--- src/rtl/hs32_mem_arb.sv ---
// HS32 memory arbiter: serialises fetch (read-only) and exec (read/write) requests onto one SRAM port.
// Optional build macro HS32_ARB_RR_EN: round-robin tie-breaking instead of fixed exec priority.
module hs32_mem_arb #(
  parameter int unsigned WAIT_CYCLES = 1
) (
  input  logic        clk,
  input  logic        reset,
  input  logic [31:0] addrf,
  input  logic        reqf,
  output logic [31:0] dtrf,
  output logic        ackf,
  input  logic [31:0] addrm,
  input  logic        reqm,
  input  logic        rwm,
  input  logic [31:0] dtwm,
  output logic [31:0] dtrm,
  output logic        ackm,
  output logic [31:0] mem_addr,
  output logic        mem_ce,
  output logic        mem_we,
  output logic [31:0] mem_din,
  input  logic [31:0] mem_dout
);

  typedef enum logic [1:0] {
    ST_IDLE,
    ST_ACCESS,
    ST_DONE
  } state_e;

  localparam logic [3:0] WAIT_LD = 4'(WAIT_CYCLES);

  state_e      state_q;
  logic [3:0]  cnt_q;
  logic        owner_exec_q;
  logic [31:0] mem_addr_q;
  logic        mem_ce_q;
  logic        mem_we_q;
  logic [31:0] mem_din_q;
  logic [31:0] dtrf_q;
  logic [31:0] dtrm_q;
  logic        ackf_q;
  logic        ackm_q;
  logic        grant_exec_d;
  logic        any_req_d;

`ifdef HS32_ARB_RR_EN
  logic        rr_last_exec_q;
`endif

  always_comb begin
    // NOTE: each combinational output is assigned before any branch, so no latch is inferred.
    any_req_d    = reqf | reqm;
    grant_exec_d = reqm;
`ifdef HS32_ARB_RR_EN
    // On a tie the port that did not win last time is served.
    if (reqf && reqm) grant_exec_d = ~rr_last_exec_q;
`endif
  end

  // NOTE: sequential state uses non-blocking assignments so every register samples pre-edge values.
  always_ff @(posedge clk or negedge reset) begin
    if (!reset) begin
      state_q        <= ST_IDLE;
      cnt_q          <= 4'd0;
      owner_exec_q   <= 1'b1;
      mem_addr_q     <= 32'd0;
      mem_ce_q       <= 1'b0;
      mem_we_q       <= 1'b0;
      mem_din_q      <= 32'd0;
      dtrf_q         <= 32'd0;
      dtrm_q         <= 32'd0;
      ackf_q         <= 1'b0;
      ackm_q         <= 1'b0;
`ifdef HS32_ARB_RR_EN
      rr_last_exec_q <= 1'b1;
`endif
    end else begin
      // Acks are single-cycle pulses; only the end of ACCESS raises one.
      ackf_q <= 1'b0;
      ackm_q <= 1'b0;
      case (state_q)
        ST_IDLE: begin
          if (any_req_d) begin
            mem_addr_q   <= grant_exec_d ? addrm : addrf;
            mem_ce_q     <= 1'b1;
            mem_we_q     <= grant_exec_d & rwm;
            if (grant_exec_d && rwm) mem_din_q <= dtwm;
            cnt_q        <= WAIT_LD;
            owner_exec_q <= grant_exec_d;
`ifdef HS32_ARB_RR_EN
            rr_last_exec_q <= grant_exec_d;
`endif
            state_q      <= ST_ACCESS;
          end
        end
        ST_ACCESS: begin
          if (cnt_q != 4'd0) begin
            cnt_q <= cnt_q - 4'd1;
          end else begin
            if (owner_exec_q) begin
              if (!mem_we_q) dtrm_q <= mem_dout;
              ackm_q <= 1'b1;
            end else begin
              dtrf_q <= mem_dout;
              ackf_q <= 1'b1;
            end
            mem_ce_q <= 1'b0;
            mem_we_q <= 1'b0;
            state_q  <= ST_DONE;
          end
        end
        ST_DONE: state_q <= ST_IDLE;
        default: state_q <= ST_IDLE;
      endcase
    end
  end

  assign dtrf     = dtrf_q;
  assign dtrm     = dtrm_q;
  assign ackf     = ackf_q;
  assign ackm     = ackm_q;
  assign mem_addr = mem_addr_q;
  assign mem_ce   = mem_ce_q;
  assign mem_we   = mem_we_q;
  assign mem_din  = mem_din_q;

  a_ack_exclusive: assert property (@(posedge clk) disable iff (!reset) !(ackf_q && ackm_q));
  a_we_needs_ce:   assert property (@(posedge clk) disable iff (!reset) mem_we_q |-> mem_ce_q);
  a_ackf_pulse:    assert property (@(posedge clk) disable iff (!reset) ackf_q |=> !ackf_q);
  a_ackm_pulse:    assert property (@(posedge clk) disable iff (!reset) ackm_q |=> !ackm_q);

endmodule
--- config.mk ---
export PLATFORM = sky130hd
export DESIGN_NAME = hs32_mem_arb
export DESIGN_NICKNAME = d
export VERILOG_FILES = /design/src/rtl/hs32_mem_arb.sv
export SDC_FILE = /design/constraint.sdc
export NUM_CORES = 1
export LEC_CHECK = 0
export CORE_ASPECT_RATIO = 1.25
export CORE_MARGIN = 1.5
export CORE_UTILIZATION = 40
export DETAILED_ROUTE_END_ITERATION = 7
export GPL_TIMING_DRIVEN = 0
export PLACE_DENSITY_LB_ADDON = 0.05
export SYNTH_ARGS = -nofsm -noshare
export SYNTH_HDL_FRONTEND = slang
export SYNTH_SLANG_ARGS = --single-unit
--- constraint.sdc ---
create_clock -name clk -period 3.7 [get_ports clk]
set_clock_uncertainty 0.15 [all_clocks]
set_input_delay 0.74 -clock clk [delete_from_list [all_inputs] [get_ports clk]]
set_output_delay 0.74 -clock clk [all_outputs]
set_load 0.02 [all_outputs]
==> out/metrics.yaml <==
status:
  status: "finished, final reports clean"
clock_network:
  clockRootBuffer: "clkbuf_16"
  cts-resized-gates: 0
  cts.path.max_buffers: 2
  cts_tree: "yes"
  cts_hold_buf: 0
  cts.sink_count: 139
  post_cts_buffers: 0
  cts.reportedPaths.clkPinSlew_ps: 50
  insertion_delay_ps: 410
  h-tree-depth: 4
  cts-buffers-inserted: 17
die:
  die-area_um2: 15000
  die_height_um: 136
  core_um2: 13900
  io_pins: 265
  initial_core_util: 0.411
  core.rowCount: 48
  die_width_um: 110
worst_setup_path:
  cp-start-kind: "register"
  criticalPathCategory: "register to primary output"
  cp-end-kind: "primary output"
  rr_endpoint: "dtrf[6]"
  cp_data_arrival_time_ps: 1410
  cp_cell_sequence: "clkdlybuf4s50_1"
  slowest_delay_ps: 670
  slowest_stage: "clkdlybuf4s50_1"
  worstPathMaxFanout: 2
  rr_worst_depth: 7
  reg2reg_from: "cnt_q[0]"
  critPathTopFamily: "buffers and inverters"
  reg2reg_slack_ps: 1480
  required_ps: 2810
  cp_num_buf_inv: 1
routing:
  drtIter0Drc: 221
  drc: 0
  post_drt_wl_per_cell_um: 16.4
  wirelength_um: 14200
  via_per_inst: 4.85
  drt.antenna.violating_nets: 0
  num_vias: 4204
  dr.pass1.iters: 6
logic_synthesis:
  synthTopCellsByArea: "dfrtp_1 (61%), mux2_2 (13%), mux2_4 (7.6%)"
  synth_seq_area_share: 0.611
  syn_inst: 395
  synth.net_count: 530
  ys_seq_elements: 139
  synth_top_flop_cell: "dfrtp_1"
  yosysWarnings: 0
  syn_area_um2: 5700
  synth_cell_type_count: 34
  synth_top_area_frac: 0.606
  avgSynthCellArea_um2: 14.4
  synth-edff-count: 0
  synthArstFlopShare: 1.00
  synth_largest_area_cell: "dfrtp_1"
sta:
  period_minus_slack_ps: 2300
  grt_setup_unrepaired: "false"
  max_freq_ghz: 0.434
  maxSlewHeadroom: 0.528
  drv_slew: 0
  worstMarginPinSlew_ps: 709
  hold_violations: 0
  finalSetupViolCount: 0
  fin_crit_sh: 0.622
power:
  pwr-share-comb: 0.475
  switching_share: 0.339
  power_mw: 8.56
  p_sw_mw: 2.90
  p_leak_nw: 4.00
  p_seq_frac: 0.314
  p_clk_frac: 0.210
  p_per_area_nw_per_um2: 929
  vdd_ir_drop_max_mv: 0.613
  p_int_mw: 5.66
global_routing:
  antenna_found_initial: 0
  grt_max_degree: 83
  grt_pass1_wl_um: 21900
  grt.total_usage: 0.193
  grt_pass1_vias: 4421
  grt_overflow: 0
job:
  cap_violations: 0
placed_design:
  place_area_um2: 8580
  hpwl_um: 10600
  numPortBuffers: 263
  gp_congestion: 0.770
worst_hold_path:
  min_path_type: "primary input to async pin"
final_layout:
  nets: 813
  diodes: 0
  final_area_um2: 9210
  fillers: 1045
  final_layout_size_suffix_gt1_frac: 0.207
  area_growth_syn_to_layout_pct: 61.6
-- per-stage QoR --
step,instances,util,worst slack (ps),TNS [ps],hold WS [ps]
2_1_floorplan,395,-,1600,0,294
3_3_place_gp,833,0.616,-3740,-517230,317
3_5_place_dp,834,0.618,1110,0,315
4_1_cts,866,0.664,1370,0,151
5_1_grt,866,0.664,1300,0,168
6_report,866,0.664,1400,0,141
-- worst max path at each step --
stage,start,to,slack (ps),cells after the start
after CTS,mem_we,mem_we,1370,1
final,mem_din[27],mem_din[27],1400,1
after global placement,reset,mem_din[17],-3740,1
after detailed placement,reqf,mem_addr[15],1110,4
after floorplan,reqm,mem_din[0],1600,5
after global routing,mem_we,mem_we,1300,1
-- Yosys cell counts (2+ instances only) --
| master | count |
|---|---|
| o21ai_0 | 59 |
| clkbuf_1 | 13 |
| mux2i_1 | 33 |
| inv_1 | 5 |
| ha_1 | 2 |
| mux2_2 | 68 |
| buf_6 | 4 |
| nor2b_1 | 2 |
| o21ai_1 | 10 |
| mux2_4 | 29 |
| nor2_1 | 4 |
| buf_2 | 7 |
| dfrtp_1 | 138 |
-- power by group through the flow --
stage          logic (mW)  clock network (mW)  registers, mW
5_1_grt              4.32                1.92           2.79
2_1_floorplan        1.24                   0           3.57
3_5_place_dp         4.10                   0           2.71
4_1_cts              4.12                1.84           2.69
6_report             4.07                1.80           2.69
3_3_place_gp         4.05                   0           2.67
-- sequential cells by signal, summed over array words and instances (netlist names) --
register      count
state_q           2
mem_ce            1
dtrm             32
cnt_q             4
dtrf             32
mem_addr         32
mem_din          32
ackm              1
ackf              1
mem_we            1
owner_exec_q      1
-- layout by cell type (no fill, tap or decap), drive strengths merged --
cell | netlist | routed
clkdlybuf4s50 | 0 | 262
dfrtp | 138 | 138
mux2 | 97 | 97
o21ai | 69 | 69
clkbuf | 13 | 38
mux2i | 33 | 33
buf | 12 | 14
inv | 5 | 5
nor2 | 4 | 4
bufinv | 0 | 4
clkinv | 0 | 3
nor2b | 2 | 2
ha | 2 | 2
nand2b | 2 | 2
or2 | 2 | 2
or4 | 1 | 1
nand3 | 1 | 1
and2 | 1 | 1
and3 | 1 | 1
nor3b | 1 | 1
o221ai | 1 | 1
nand4 | 1 | 1
a21o | 1 | 1
a31o | 1 | 1
nand2 | 1 | 1
a22o | 1 | 1
nor4 | 1 | 1
o22ai | 1 | 1
nand4b | 1 | 1
a21oi | 1 | 1
dfstp | 1 | 1
-- cell families after synthesis --
kind of cell | after synthesis | synth area share
DFF | 139 | 0.611
muxes | 130 | 0.269
AOI/OAI and AO/OA | 75 | 0.0685
buffers and inverters | 30 | 0.0266
and+or+nand+nor | 19 | 0.0213
adders and majority gates | 2 | 0.00439
-- final cells by class --
type                       count  area, um2  area share
sequential                   139       3480       0.378
timing repair buffer         264       2660       0.289
multi-input combinational    226       2070       0.225
clock buffer                  25        495      0.0538
tap                          175        219      0.0238
clock inverter                 7        135      0.0147
buffer                        25        133      0.0144
inverter                       5       18.8     0.00204
-- layer usage --
layer  global-route usage  part of all wire  routed length, um
met1                0.211              0.38               5360
met2                0.338              0.52               7410
met3               0.0719             0.082               1160
met4               0.0714             0.017                237
met5                    0                 0                  0
No activity file was read; power rests on OpenSTA's default activity.
